**config.mk**
```make
export PLATFORM = sky130hd
export DESIGN_NAME = fetch_reg
export DESIGN_NICKNAME = d
export VERILOG_FILES = /design/src/rtl/fetch_reg_pkg.sv /design/src/rtl/fetch_addr_chk.sv /design/src/rtl/fetch_reg.sv
export SDC_FILE = /design/constraint.sdc
export NUM_CORES = 1
export LEC_CHECK = 0
export ABC_AREA = 1
export CORE_UTILIZATION = 39
export CTS_CLUSTER_DIAMETER = 150
export CTS_CLUSTER_SIZE = 14
export DETAILED_ROUTE_END_ITERATION = 12
export PLACE_DENSITY_LB_ADDON = 0.1
export SYNTH_ARGS = -nofsm -noshare
export SYNTH_HDL_FRONTEND = slang
export SYNTH_HIERARCHICAL = 1
export SYNTH_SLANG_ARGS = --single-unit
```
**constraint.sdc**
```tcl
create_clock -name clk -period 1.6 [get_ports clk]
set_clock_uncertainty 0.2 [all_clocks]
set_input_delay 0.24 -clock clk [delete_from_list [all_inputs] [get_ports clk]]
set_output_delay 0.24 -clock clk [all_outputs]
set_load 0.1 [all_outputs]
```
**src/rtl/fetch_reg_pkg.sv**
```systemverilog
// Shared CPU package: fetch/decode defaults, FSM encoding, exception codes
// and the F/D pipeline register payload.
package fetch_reg_pkg;

   localparam int unsigned XLEN  = 32;
   localparam int unsigned EXC_W = 5;

   localparam logic [XLEN-1:0] DEF_RESET_PC   = 32'h0000_3000;
   localparam logic [XLEN-1:0] DEF_HANDLER_PC = 32'h0000_4180;
   localparam logic [XLEN-1:0] DEF_IM_BASE    = 32'h0000_3000;
   localparam logic [XLEN-1:0] DEF_IM_LIMIT   = 32'h0000_6FFC;

   localparam logic [EXC_W-1:0] EXC_NONE = 5'd0;
   localparam logic [EXC_W-1:0] EXC_ADEL = 5'd4;

   typedef enum logic {
      ST_BOOT = 1'b0,
      ST_RUN  = 1'b1
   } fetch_state_e;

   typedef struct packed {
      logic [XLEN-1:0]  pc;
      logic [XLEN-1:0]  instr;
      logic             valid;
      logic [EXC_W-1:0] excode;
   } fd_reg_t;

   // An all-zero F/D entry is the pipeline bubble.
   localparam fd_reg_t FD_BUBBLE = '0;

endpackage

```
**src/rtl/fetch_addr_chk.sv**
```systemverilog
// Fetch-address legality check: flags misaligned or out-of-range PCs.
// Ports: F_PC (address in), F_adel (combinational address error out).
module fetch_addr_chk
   import fetch_reg_pkg::*;
#(
   parameter logic [31:0] IM_BASE  = DEF_IM_BASE,
   parameter logic [31:0] IM_LIMIT = DEF_IM_LIMIT
) (
   input  logic [31:0] F_PC,
   output logic        F_adel
);

   // Unsigned compares; the range is inclusive at both ends.
   assign F_adel = (F_PC[1:0] != 2'b00) || (F_PC < IM_BASE) || (F_PC > IM_LIMIT);

endmodule

```
**src/rtl/fetch_reg.sv**
```systemverilog
// Fetch PC register plus F/D pipeline register with a BOOT/RUN FSM.
// Ports: clk, rst_n (async active-low); npc, epc next/return PCs;
// stall, flush, exc_req, eret_req control; im_instr fetched word;
// F_PC fetch PC, F_adel fetch address error (combinational);
// D_PC, D_Instr, D_valid, D_excode decode-stage contents.
module fetch_reg
   import fetch_reg_pkg::*;
#(
   parameter logic [31:0] RESET_PC   = DEF_RESET_PC,
   parameter logic [31:0] HANDLER_PC = DEF_HANDLER_PC,
   parameter logic [31:0] IM_BASE    = DEF_IM_BASE,
   parameter logic [31:0] IM_LIMIT   = DEF_IM_LIMIT
) (
   input  logic        clk,
   input  logic        rst_n,
   input  logic [31:0] npc,
   input  logic        stall,
   input  logic        flush,
   input  logic        exc_req,
   input  logic        eret_req,
   input  logic [31:0] epc,
   input  logic [31:0] im_instr,
   output logic [31:0] F_PC,
   output logic        F_adel,
   output logic [31:0] D_PC,
   output logic [31:0] D_Instr,
   output logic        D_valid,
   output logic [4:0]  D_excode
);

   fetch_state_e state_q, state_d;
   logic [31:0]  pc_q, pc_d;
   fd_reg_t      fd_q, fd_d;
   fd_reg_t      fd_cap;
   logic         adel;

   fetch_addr_chk #(
      .IM_BASE  (IM_BASE),
      .IM_LIMIT (IM_LIMIT)
   ) u_addr_chk (
      .F_PC   (pc_q),
      .F_adel (adel)
   );

   // Entry captured from the current fetch; a bad address yields an AdEL slot.
   always_comb begin
      fd_cap        = FD_BUBBLE;
      fd_cap.pc     = pc_q;
      fd_cap.valid  = 1'b1;
      fd_cap.instr  = adel ? 32'h0 : im_instr;
      fd_cap.excode = adel ? EXC_ADEL : EXC_NONE;
   end

   // State register.
   always_ff @(posedge clk or negedge rst_n) begin
      if (!rst_n) state_q <= ST_BOOT;
      else        state_q <= state_d;
   end

   // Next state, next PC and next F/D contents.
   always_comb begin
      state_d = ST_RUN;
      pc_d    = pc_q;
      fd_d    = fd_q;
      if (state_q == ST_BOOT) begin
         pc_d = RESET_PC;
         fd_d = FD_BUBBLE;
      end else if (exc_req) begin
         pc_d = HANDLER_PC;
         fd_d = FD_BUBBLE;
      end else if (eret_req) begin
         pc_d = epc;
         fd_d = FD_BUBBLE;
      end else if (flush) begin
         // Flush empties D but a concurrent stall still freezes the PC.
         if (!stall) pc_d = npc;
         fd_d = FD_BUBBLE;
      end else if (!stall) begin
         pc_d = npc;
         fd_d = fd_cap;
      end
   end

   // PC and F/D registers.
   always_ff @(posedge clk or negedge rst_n) begin
      if (!rst_n) begin
         pc_q <= RESET_PC;
         fd_q <= FD_BUBBLE;
      end else begin
         pc_q <= pc_d;
         fd_q <= fd_d;
      end
   end

   assign F_PC     = pc_q;
   assign F_adel   = adel;
   assign D_PC     = fd_q.pc;
   assign D_Instr  = fd_q.instr;
   assign D_valid  = fd_q.valid;
   assign D_excode = fd_q.excode;

endmodule
```
==> reports/qor.yml, run 1 <==
max_cap_viol_count: 0
drtAntennaViolNets: 0
netlist_area_um2: 4890
clock_path_buffers: 2
slew_headroom_pct: 63.8
yosysMostFrequentCell: "nand2_1"
die_width_um: 114
max_freq_mhz: 498
rsz0062_at_grt: "yes"
post-route-min-period_ns: 2.01
timing.setup.critical_path_class: "reg -> out"
synth_top_area_share_pct: 49.7
pin_count: 205
synth_common_cells: "nand2_1 (188), dfrtp_1 (97), nand4_1 (92)"
port_buffers: 200
layout_setup_ws_ns: -0.408
wl_per_cell_um: 16.0
cts_inserted_buffers: 9
hold_class: "in -> async"
grt_pass1_wl_um: 24400
async_flop_share_pct: 100
layout.nets: 900
slew_violations: 0
dp_hpwl_um: 11200
synth-seq-cells: 99
outcome: "finished, violations left"
synth.top_cells.by_area: "dfrtp_1 (50%), nand2_1 (14%), nand4_1 (12%)"
power.leakage_uw: 0.00422
synth_cell_types: 22
vdd_ir_drop_max_mv: 0.513
netlist.top_cell.by_area: "dfrtp_1"
rows: 40
finalPower_uw: 6290
crit_arrival_ns: 1.57
p_per_area_nw_per_um2: 695
cts_max_level: 3
synth-main-ff-cell: "dfrtp_1"
drt_first_pass_iters: 5
syn_avg_cell_area_um2: 8.46
ys.warnings.count: 6
synth_edf_count: 0
die_area_um2: 13000
gr-usage-all-layers_pct: 23.9
pre_cts_ws_ns: -0.285
num_vias: 4928
grt_overflow: 0
n_antenna_cell: 0
violations: "negative setup slack"
grt_max_degree: 51
syn2layout_area_growth_pct: 85.3
cts.sinks: 99
start_util_pct: 40.4
cts_tree: "yes"
clk_pin_slew_ns: 0.06
grt_pass1_vias: 4792
finalHoldViolations: 0
wirelength_um: 15600
critPathRequiredTime_ns: 1.16
endpoint_kind: "primary output"
drtIter0Drc: 347
fin_crit_sh_pct: 125
syn_inst: 578
vias_per_cell: 5.08
start_kind: "flop"
cp_max_fo: 2
setup-violations-final: 36
die_height_um: 114
drive_above_1_share_pct: 36.1
holdWs_ns: 0.211
place_congestion: 0.793
ctsRootBufferMaster: "clkbuf_16"
worst_pin_slew_ns: 0.543
drc_errors: 0
antenna_found_initial: 0
clock_latency_ns: 0.34
yosysSeqAreaShare_pct: 50.7
placeableCoreArea_um2: 12100
==> final timing paths <==
| path | from | to | slack (ns) | cells after the start |
|---|---|---|---|---|
| max | F_PC[13] | F_adel | -0.41 | 6 |
| min | rst_n | D_PC[13] | 0.21 | 2 |
| max reg2reg | F_PC[13] | D_Instr[0] | -0.32 | 10 |
| min reg2reg | F_PC[3] | F_PC[3] | 0.38 | 2 |
| max in group asynchronous | rst_n | D_PC[17] | 0.44 | 3 |
| min in group clk | im_instr[3] | D_Instr[3] | 0.27 | 3 |
==> registers in the layout, summed over array words and instances, names as in the netlist <==
signal and flops:
D_Instr 32, D_PC 32, F_PC 32, D_excode 1, D_valid 1, state_q 1
==> kinds of logic after synthesis <==
kind of cell,Yosys count,share of synthesized area [%]
buffers and inverters,99,9.65
AND/OR/NAND/NOR,307,29.1
flip-flops,99,50.7
AO/OA/AOI/OAI,71,10.3
other,2,0.154
==> area by class of cell <==
class	count	area [µm²]
timing repair buffer	259	3610
multi-input combinational	383	2250
fill	868	3050
sequential	99	2520
clock buffer	14	274
inverter	46	188
clock inverter	2	10.0
tap	168	210
==> routing by layer <==
metal | track usage (%) | part of all wire [%]
met3 | 4.36 | 6.6
met1 | 30.4 | 41
met4 | 8.23 | 2.3
met2 | 41.0 | 51
met5 | 0 | 0
==> power breakdown <==
| group | switching [µW] | internal (µW) | total (µW) | leakage (µW) |
|---|---|---|---|---|
| Clock | 871 | 1180 | 2050 | 0.000143 |
| Combinational | 970 | 663 | 1630 | 0.00275 |
| Sequential | 47.5 | 2560 | 2610 | 0.00133 |
| Total | 1890 | 4400 | 6290 | 0.00422 |
==> stage by stage <==
stage / TNS (ns) / area (µm²) / util, % / cells
6_report: -9.16 / 9060 / 74.8 / 971
5_1_grt: -11.24 / 9060 / 74.8 / 971
4_1_cts: -11.10 / 8780 / 72.5 / 970
3_5_place_dp: -22.04 / 8380 / 69.2 / 948
3_3_place_gp: -16.92 / 8380 / 69.2 / 948
2_1_floorplan: -20.81 / 4990 / - / 581
==> worst max-delay path: stages (launching register included) <==
cell     delay, ns
dfstp_4       0.63
nand2_4       0.05
nand2_2       0.06
nand3_2       0.08
nor2_4        0.13
nand3_4       0.10
buf_12        0.18
==> cells in the final DEF, fill, tap and decap left out, drive strengths merged <==
cell           netlist  routed
a21oi                3       3
nand4               93      93
clkinv               0       3
buf                 42     157
nor2                17      17
clkbuf              11      15
clkdlybuf4s50        0     100
dfrtp               97      97
conb                 2       5
nand2              189     189
dfstp                2       2
o21ai               68      68
nand3                8       8
dlygate4sd3          0       1
inv                 46      45
==> repair_timing <==
action                                 in CTS  in global routing
gates cloned                                2                  1
setup endpoints to repair                  36                 36
setup buffers                               3                  0
pin swaps                                   2                 29
hold buffers                                1                  0
endpoints found under the hold margin      27                  0
resized for setup                           5                 73
Note: power is estimated with default switching activity, not from simulation.
==> run 2: changes to the inputs <==
- CORE_ASPECT_RATIO: default -> 0.8
==> run 2 against run 1 <==
The flow still finishes with violations (negative setup slack); sequential cell count unchanged; clock power increased by 6%; first-iteration DRC count increased by 8.4%; worst setup slack got worse by 0.014 ns; routed wire length increased by 6.9%; combinational power increased by 2%.
==> reports/qor.yml, run 2 (synthesized netlist as in run 1, its figures left out) <==
cts_tree: "yes"
grt_max_degree: 68
finalPower_uw: 6460
final_util_pct: 75.0
outcome: "finished, violations left"
violations: "negative setup slack"
start_kind: "flop"
drc_errors: 0
top_layer: "met4"
cts_inserted_buffers: 9
pin_count: 205
finalHoldViolations: 0
intPower_uw: 4470
wirelength_um: 16600
port_buffers: 200
gr-usage-all-layers_pct: 25.0
n_antenna_cell: 0
start_util_pct: 40.0
syn2layout_area_growth_pct: 87.3
worst_pin_slew_ns: 0.507
die_height_um: 102
hold_class: "in -> async"
drive_above_1_share_pct: 36.3
layout_setup_ws_ns: -0.422
timing.setup.critical_path_class: "reg -> out"
vias_per_cell: 5.14
max_cap_viol_count: 0
slew_violations: 0
nFillCells: 844
clk_pin_slew_ns: 0.07
wl_per_cell_um: 16.9
drt_first_pass_iters: 5
pwr-share-seq_pct: 40.4
drtAntennaViolNets: 0
power.leakage_uw: 0.00421
crit_arrival_ns: 1.58
layout_commonest_cell: "nand2_1"
die_area_um2: 13000
layout.cells.non_filler: 983
ctsRootBufferMaster: "clkbuf_16"
clock_latency_ns: 0.34
p_per_area_nw_per_um2: 706
antenna_found_initial: 0
critPathRequiredTime_ns: 1.16
crit_path_top_delay_cell: "dfstp_4"
rows: 36
dp_hpwl_um: 11800
crit_chain: "nand2_4 > nand2_2 > nand3_2 > nor2_4 > nand3_4 > buf_12"
num_vias: 5053
routed-wl-met2_um: 8690
fin_crit_sh_pct: 126
wl_met1_um: 6610
vdd_ir_drop_max_mv: 0.604
rsz0062_at_grt: "yes"
dpl.cell_count: 955
max_freq_mhz: 495
switching_share_pct: 30.7
setup-violations-final: 36
cts_max_level: 3
drtIter0Drc: 376
cts.sinks: 99
cpPeakStageDelay_ns: 0.63
place_area_um2: 8440
combPwrFrac_pct: 25.8
layout_common_cells: "nand2_1 (157), buf_12 (113), clkdlybuf4s50_1 (100), nand4_1 (92), dfrtp_1 (76)"
grt_pass1_wl_um: 25100
clock_path_buffers: 2
grt_pass1_vias: 4955
layout.nets: 909
grt_overflow: 0
pwr-share-clk_pct: 33.8
place_congestion: 0.797
cp_max_fo: 2
die_width_um: 127
placeableCoreArea_um2: 12200
netSwitchingPower_uw: 1990
post-route-min-period_ns: 2.02
final_area_um2: 9150
wl_met3_um: 993
finalSetupTns_ns: -10.26
slew_headroom_pct: 66.2
endpoint_kind: "primary output"
[run 2: area by class of cell]
cell class                 count  area [µm²]  share of cell area, %
clock inverter                 5        63.8                  0.697
tap                          171         214                   2.34
sequential                    99        2520                   27.5
clock buffer                  11         233                   2.54
multi-input combinational    383        2190                   24.0
timing repair buffer         268        3750                   40.9
inverter                      46         188                   2.05
[run 2: worst paths after layout]
path	slack, ns	cells past startpoint	from	to
worst max-delay path	-0.42	6	F_PC[12]	F_adel
min in group clk	0.25	3	im_instr[6]	D_Instr[6]
worst max register to register	-0.34	11	F_PC[12]	D_Instr[29]
worst min register to register	0.37	2	D_valid	D_valid
max in group asynchronous	0.53	3	rst_n	F_PC[2]
worst min-delay path	0.12	2	rst_n	D_PC[17]
[run 2: worst max-delay path: cells and delay by family, from the launching register on]
family	cells	cell delay, ns
and+or+nand+nor	5	0.42
buffers and inverters	1	0.18
DFF	1	0.63
[run 2: what timing repair did]
action / 4_1_cts / 5_1_grt
gates resized for setup: 13 / 61
pin swaps: 2 / 18
hold buffers: 1 / 0
endpoints found under the setup margin: 70 / 37
hold endpoints to repair: 99 / 0
cloned: 3 / 1
buffers inserted: 6 / 4
[run 2: stage by stage]
step / worst slack [ns] / hold WS, ns
2_1_floorplan: -0.644 / -0.256
3_3_place_gp: -0.262 / -0.0549
3_5_place_dp: -0.277 / -0.0516
4_1_cts: -0.404 / 0.120
5_1_grt: -0.477 / 0.137
6_report: -0.422 / 0.123
[run 2: per-layer routing]
layer	global-route usage [%]	up-vias
met5	0	-
met4	7.88	0
met3	6.44	26
met2	43.7	176
met1	30.8	2472
li1	-	2379
[run 2: power by group through the flow]
stage / clock (µW) / sequential (µW) / combinational (µW)
2_1_floorplan: 0 / 3010 / 416
3_3_place_gp: 0 / 2650 / 1500
3_5_place_dp: 0 / 2660 / 1520
4_1_cts: 2210 / 2610 / 1600
5_1_grt: 2320 / 2620 / 1750
6_report: 2180 / 2610 / 1670
==> RTL change 1 (settings of run 2) <==
Make the reset (`rst_n`) synchronous in 2 clocked blocks. Comments in the files are not updated.
--- a/src/rtl/fetch_reg.sv
+++ b/src/rtl/fetch_reg.sv
@@ -53,5 +53,5 @@
 
    // State register.
-   always_ff @(posedge clk or negedge rst_n) begin
+   always_ff @(posedge clk) begin
       if (!rst_n) state_q <= ST_BOOT;
       else        state_q <= state_d;
@@ -83,5 +83,5 @@
 
    // PC and F/D registers.
-   always_ff @(posedge clk or negedge rst_n) begin
+   always_ff @(posedge clk) begin
       if (!rst_n) begin
          pc_q <= RESET_PC;
Formal check against the unedited RTL: differs if rst_n is asserted again (counterexample within 4 cycles, from zero or initial values and one cycle with rst_n low); with rst_n held inactive, the same outputs for 10 cycles.
==> RTL change 1 against run 2 <==
  * The run still ends with negative setup slack left
  * Design area fell by 11%
  * Sequential cell count did not move
  * Global-route usage fell by 0.93 points
  * Area after synthesis fell by 11%
  * Worst setup slack improved by 160 ps
  * Synthesized cell count fell by 1.2%
  * Total power fell by 6.0%
  * Critical path depth rose by 6
  * Wire length fell by 14%
  * Sequential share of layout area fell by 3.1 points
==> RTL change 1: results (changes against run 2) <==
| Metric | Value |
|---|---|
| Static leakage | `0.00323 uW (-23%)` |
| Number of levels in the clock H-tree | `3 (unchanged)` |
| Finish-stage setup viols | `34 (-5.6%)` |
| Outcome | `finished with violations` |
| Fraction of the yosys area taken by sequential cells | `0.457 (-0.0507)` |
| PortBufs | `200 (unchanged)` |
| Detailed Place HPWL | `10.2 mm (-13%)` |
| Max clock buf depth | `2 (unchanged)` |
| Detailed-routed wire length on met3 | `953 um (-4.0%)` |
| R2R cell count | `12 (+1)` |
| All-layer global routing usage | `0.241 (-0.00927)` |
| Starting DRC count in detailed routing | `229 (-39%)` |
| DP Area | `7520 um2 (-11%)` |
| Worst hold path type | `input pin to register` |
| Number of antenna violations at the first check in global routing | `1 (+1)` |
| Skew-Pair Late Insertion Delay | `350 ps` |
| Worst Path Max Fanout | `6 (+4)` |
| Slack of the critical path | `-262 ps (+160 ps)` |
| Synth async-reset ratio | `0 (-1.00)` |
| Most frequently used flop master after synthesis | `sky130_fd_sc_hd__dfxtp_1` |
| Final #Nets | `876 (-3.6%)` |
| Total count of hold-check failures in the final report | `0 (unchanged)` |
| Ratio of cells with drive above 1 in the final layout | `0.340 (-0.0231)` |
| Total met2 wirelength after detailed routing | `7.24 mm (-17%)` |
| Number of standard cells after synthesis | `571 (-1.2%)` |
| Post-route setup TNS | `-5760 ps (+4500 ps)` |
| Highest routed metal layer | `met5` |
| Vias per cell | `4.75 (-7.6%)` |
| Clock slew at reported path FFs | `70 ps (about the same)` |
| Number of global-route vias before repair | `4,334 (-13%)` |
| Placed cells | `898 (-6.0%)` |
| Number of cells on the worst hold path | `1` |
| Maximum number of pins on one net before global-route repair | `34 (-50%)` |
| Detail-routed net length per standard cell | `15.4 um (-8.6%)` |
| Final weighted congestion in routability-driven placement | `0.789 (-1.0%)` |
| Unique masters post-synth | `21 (-4.5%)` |
| Post-synth top cells | `sky130_fd_sc_hd__nand2_1 (177), sky130_fd_sc_hd__dfxtp_1 (99), sky130_fd_sc_hd__nor2_1 (55)` |
| Routed met1 length | `5.84 mm (-12%)` |
| Most area-consuming cells after synthesis | `sky130_fd_sc_hd__dfxtp_1 (46%), sky130_fd_sc_hd__nand2_1 (15%), sky130_fd_sc_hd__a21oi_2 (8.1%)` |
| Failing checks | `negative setup slack` |
| Final cell count without fillers | `923 (-6.1%)` |
| Antenna diode count | `0 (unchanged)` |
| Wire length of the first global-routing pass | `21.4 mm (-15%)` |
| Maximum ir drop on the vdd rail | `0.482 mV (-20%)` |
| Worst Path Arrival | `1940 ps (+360 ps)` |
RTL change 1: changes by cell type in the layout (fill, tap and decap cells not counted), sizes merged, moves of 2 or more:
cell    before  now
a21oi        3   64
buf        166  156
clkinv       4    2
dfrtp       97    0
dfstp        2    0
dfxtp        0   99
inv         45   36
nand2      189  179
nand4       93    0
nor2        17   61
o21ai       68   54
RTL change 1: repair_timing:
item | in CTS | in global routing
gates resized for setup | 24 | 45
gates cloned | 3 | 0
buffers inserted | 5 | 4
pin swaps | 10 | 21
setup endpoints to repair | 33 | 34
RTL change 1: area by class of cell:
cell class	count	area, um2
multi-input combinational	372	1960
inverter	36	135
tap	144	180
clock buffer	11	243
clock inverter	5	62.6
sequential	99	1990
fill	784	2700
timing repair buffer	256	3580
RTL change 1: per-stage QoR:
stage	power, uW	utilization	worst slack (ps)
5_1_grt	6290	0.751	-355
2_1_floorplan	3240	-	-201
3_3_place_gp	3750	0.693	-97.6
3_5_place_dp	3760	0.693	-142
6_report	6070	0.751	-262
4_1_cts	6060	0.737	-258
RTL change 1: cell families after synthesis:
| group | after synthesis | synth area share |
|---|---|---|
| flip-flops | 99 | 0.457 |
| buffers and inverters | 103 | 0.141 |
| other | 1 | 0.000864 |
| AND/OR/NAND/NOR | 250 | 0.230 |
| AO/OA/AOI/OAI | 118 | 0.171 |
RTL change 1: worst paths after layout:
check	startpoint	endpoint	slack [ps]
min	rst_n	state_q$_DFF_P_	220
max	F_PC[12]$_SDFFE_PP1P_	D_Instr[21]$_SDFFE_PP0N_	-260
min reg2reg	D_Instr[7]$_SDFFE_PP0N_	D_Instr[7]$_SDFFE_PP0N_	300
max reg2reg	F_PC[12]$_SDFFE_PP1P_	D_Instr[21]$_SDFFE_PP0N_	-260
RTL change 1: worst max-delay path: stages, from the launching register on:
cell and delay [ps]:
sky130_fd_sc_hd__dfxtp_2 340, sky130_fd_sc_hd__nand2_2 60, sky130_fd_sc_hd__nand2_2 70, sky130_fd_sc_hd__nand3_2 90
sky130_fd_sc_hd__nor2_4 140, sky130_fd_sc_hd__nand3_4 90, sky130_fd_sc_hd__buf_6 130, sky130_fd_sc_hd__nor2_4 160
sky130_fd_sc_hd__buf_6 140, sky130_fd_sc_hd__buf_12 100, sky130_fd_sc_hd__buf_16 110, sky130_fd_sc_hd__nand2_1 60
sky130_fd_sc_hd__a21oi_2 110
RTL change 1: power breakdown:
| part | leakage (uW) | internal, uW | switching [uW] |
|---|---|---|---|
| combinational | 0.00228 | 595 | 722 |
| clock | 0.000142 | 1260 | 961 |
| sequential | 0.000802 | 2500 | 30.8 |
RTL change 1: metal layers:
layer,global-route usage,vias up
met5,0,-
met4,0.0740,2
met3,0.0735,18
met2,0.424,168
met1,0.283,2041
li1,-,2153
==> RTL change 2 (flow settings as in run 2) <==
Without the edit above. `DEF_IM_LIMIT`: 32'h0000_6FFC -> 32'h000053FD.
--- a/src/rtl/fetch_reg_pkg.sv
+++ b/src/rtl/fetch_reg_pkg.sv
@@ -9,5 +9,5 @@
    localparam logic [XLEN-1:0] DEF_HANDLER_PC = 32'h0000_4180;
    localparam logic [XLEN-1:0] DEF_IM_BASE    = 32'h0000_3000;
-   localparam logic [XLEN-1:0] DEF_IM_LIMIT   = 32'h0000_6FFC;
+   localparam logic [XLEN-1:0] DEF_IM_LIMIT   = 32'h000053FD;
 
    localparam logic [EXC_W-1:0] EXC_NONE = 5'd0;
Check against the original RTL: not equivalent (a bounded check fails within 4 cycles, from zero or initial values and one cycle with rst_n low).
==> RTL change 2 against run 2 <==
  * The flow still finishes with violations (negative setup slack)
  * Worst setup slack better by 52 ps
  * Sequential cell count unchanged
  * Design area down 2.4%
  * Area after synthesis up 0.23%
  * Wire length up 1.5%
  * Global-route usage up 0.98 points
  * First-iteration DRC count down 4.3%
  * Total power up 0.98%
  * Largest power group unchanged
  * Highest routed layer unchanged
==> RTL change 2: results (changes against run 2) <==
| Metric | Value |
|---|---|
| Failing checks | `negative setup slack` |
| Total iterations of the first detailed-routing run | `4 (-1)` |
| Finish-stage setup viols | `36 (unchanged)` |
| Outcome | `finished with violations` |
| Post-route setup TNS | `-8580 ps (+1690 ps)` |
| Fraction of the yosys area taken by sequential cells | `0.506 (-0.00117)` |
| Number of global-route vias before repair | `5,013 (+1.2%)` |
| Power consumed by sequential cells | `2620 uW (about the same)` |
| Number of levels in the clock H-tree | `3 (unchanged)` |
| Number of standard cells after synthesis | `581 (+0.52%)` |
| Vias per cell | `5.18 (+0.70%)` |
| Most area-consuming cells after synthesis | `sky130_fd_sc_hd__dfrtp_1 (50%), sky130_fd_sc_hd__nand2_1 (14%), sky130_fd_sc_hd__nand4_1 (12%)` |
| Post-synth top cells | `sky130_fd_sc_hd__nand2_1 (188), sky130_fd_sc_hd__dfrtp_1 (97), sky130_fd_sc_hd__nand4_1 (92)` |
| Maximum ir drop on the vdd rail | `0.776 mV (+28%)` |
| Slack of the critical path | `-370 ps (+52.0 ps)` |
| Ratio of cells with drive above 1 in the final layout | `0.318 (-0.0453)` |
| Biggest area consumer among synthesized cells | `sky130_fd_sc_hd__dfrtp_1` |
| All-layer global routing usage | `0.260 (+0.00984)` |
| Maximum number of pins on one net before global-route repair | `50 (-26%)` |
| Fraction of power spent switching nets | `0.298 (-0.00947)` |
| Detailed Place HPWL | `12.1 mm (+3.2%)` |
| Starting DRC count in detailed routing | `360 (-4.3%)` |
| Gate power share | `0.242 (-0.016)` |
| Wire length of the first global-routing pass | `26.0 mm (+3.5%)` |
| Total number of vias | `5,052 (-0.020%)` |
| Synth async-reset ratio | `1.00 (unchanged)` |
| Final #Nets | `902 (-0.77%)` |
| Detail-routed net length per standard cell | `17.3 um (+2.3%)` |
| Final weighted congestion in routability-driven placement | `0.767 (-3.9%)` |
| Static leakage | `0.00401 uW (-4.7%)` |
[RTL change 2: cell types whose count changed in the layout (fill, tap and decap cells not counted), moves of 3 or more]
cell                      change
sky130_fd_sc_hd__buf_4        -5
sky130_fd_sc_hd__buf_6        -6
sky130_fd_sc_hd__nand2_1     +25
sky130_fd_sc_hd__nand2_2      -8
sky130_fd_sc_hd__nand2_4     -17
sky130_fd_sc_hd__nor2_4       +3
sky130_fd_sc_hd__o21ai_1      +8
sky130_fd_sc_hd__o21ai_2     -10
[RTL change 2: layout make-up]
class	instances	area [um2]
timing repair buffer	258	3670
fill	887	3270
sequential	99	2520
multi-input combinational	387	2040
clock buffer	10	229
tap	171	214
inverter	45	174
clock inverter	6	90.1
[RTL change 2: through the flow]
step            util  power, uW  area [um2]  hold slack [ps]  worst slack [ps]
2_1_floorplan      -       3410        4990             -256              -517
3_3_place_gp   0.697       4170        8500            -19.7              -232
3_5_place_dp   0.697       4200        8500            -14.0              -279
4_1_cts        0.727       6530        8880              163              -360
5_1_grt        0.732       6730        8930              197              -425
6_report       0.732       6520        8930              163              -370
[RTL change 2: cells by family (layout without fill, tap and decap cells)]
| family | after synthesis | count (layout) | share of synthesized area |
|---|---|---|---|
| other | 2 | 5 | 0.00153 |
| flip-flops | 99 | 99 | 0.506 |
| AO/OA/AOI/OAI | 72 | 72 | 0.104 |
| AND/OR/NAND/NOR | 310 | 310 | 0.292 |
| buffers and inverters | 98 | 319 | 0.0955 |
[RTL change 2: final timing paths]
path	start	endpoint	slack, ps	depth (start not counted)
setup / recovery	F_PC[29]$_DFFE_PN0P_	F_adel	-370	5
hold / removal	rst_n	D_Instr[28]$_DFFE_PN0P_	160	2
setup reg to reg	F_PC[29]$_DFFE_PN0P_	D_Instr[13]$_DFFE_PN0P_	-270	9
hold reg to reg	F_PC[9]$_DFFE_PN0P_	F_PC[9]$_DFFE_PN0P_	380	2
max in group asynchronous	rst_n	D_Instr[7]$_DFFE_PN0P_	400	3
min in group clk	im_instr[0]	D_Instr[0]$_DFFE_PN0P_	250	3
[RTL change 2: metal layers]
metal  part of all wire  GRT usage
met5                  0          0
met4              0.021     0.0861
met3              0.065     0.0628
met2               0.50      0.446
met1               0.41      0.326
[RTL change 2: critical path, cell delays in order, from the launching register on]
cell and delay [ps]:
sky130_fd_sc_hd__dfrtp_2 410, sky130_fd_sc_hd__nor3_1 230, sky130_fd_sc_hd__nand3_1 160, sky130_fd_sc_hd__nor2_4 160, sky130_fd_sc_hd__nand2_4 70, sky130_fd_sc_hd__buf_12 160
[RTL change 2: what timing repair did]
action | CTS | global route
resized for setup | 12 | 8
hold buffers | 1 | 0
cloned | 0 | 1
endpoints found under the hold margin | 75 | 0
pin swaps | 1 | 5
buffers inserted | 1 | 2
setup endpoints to repair | 36 | 39
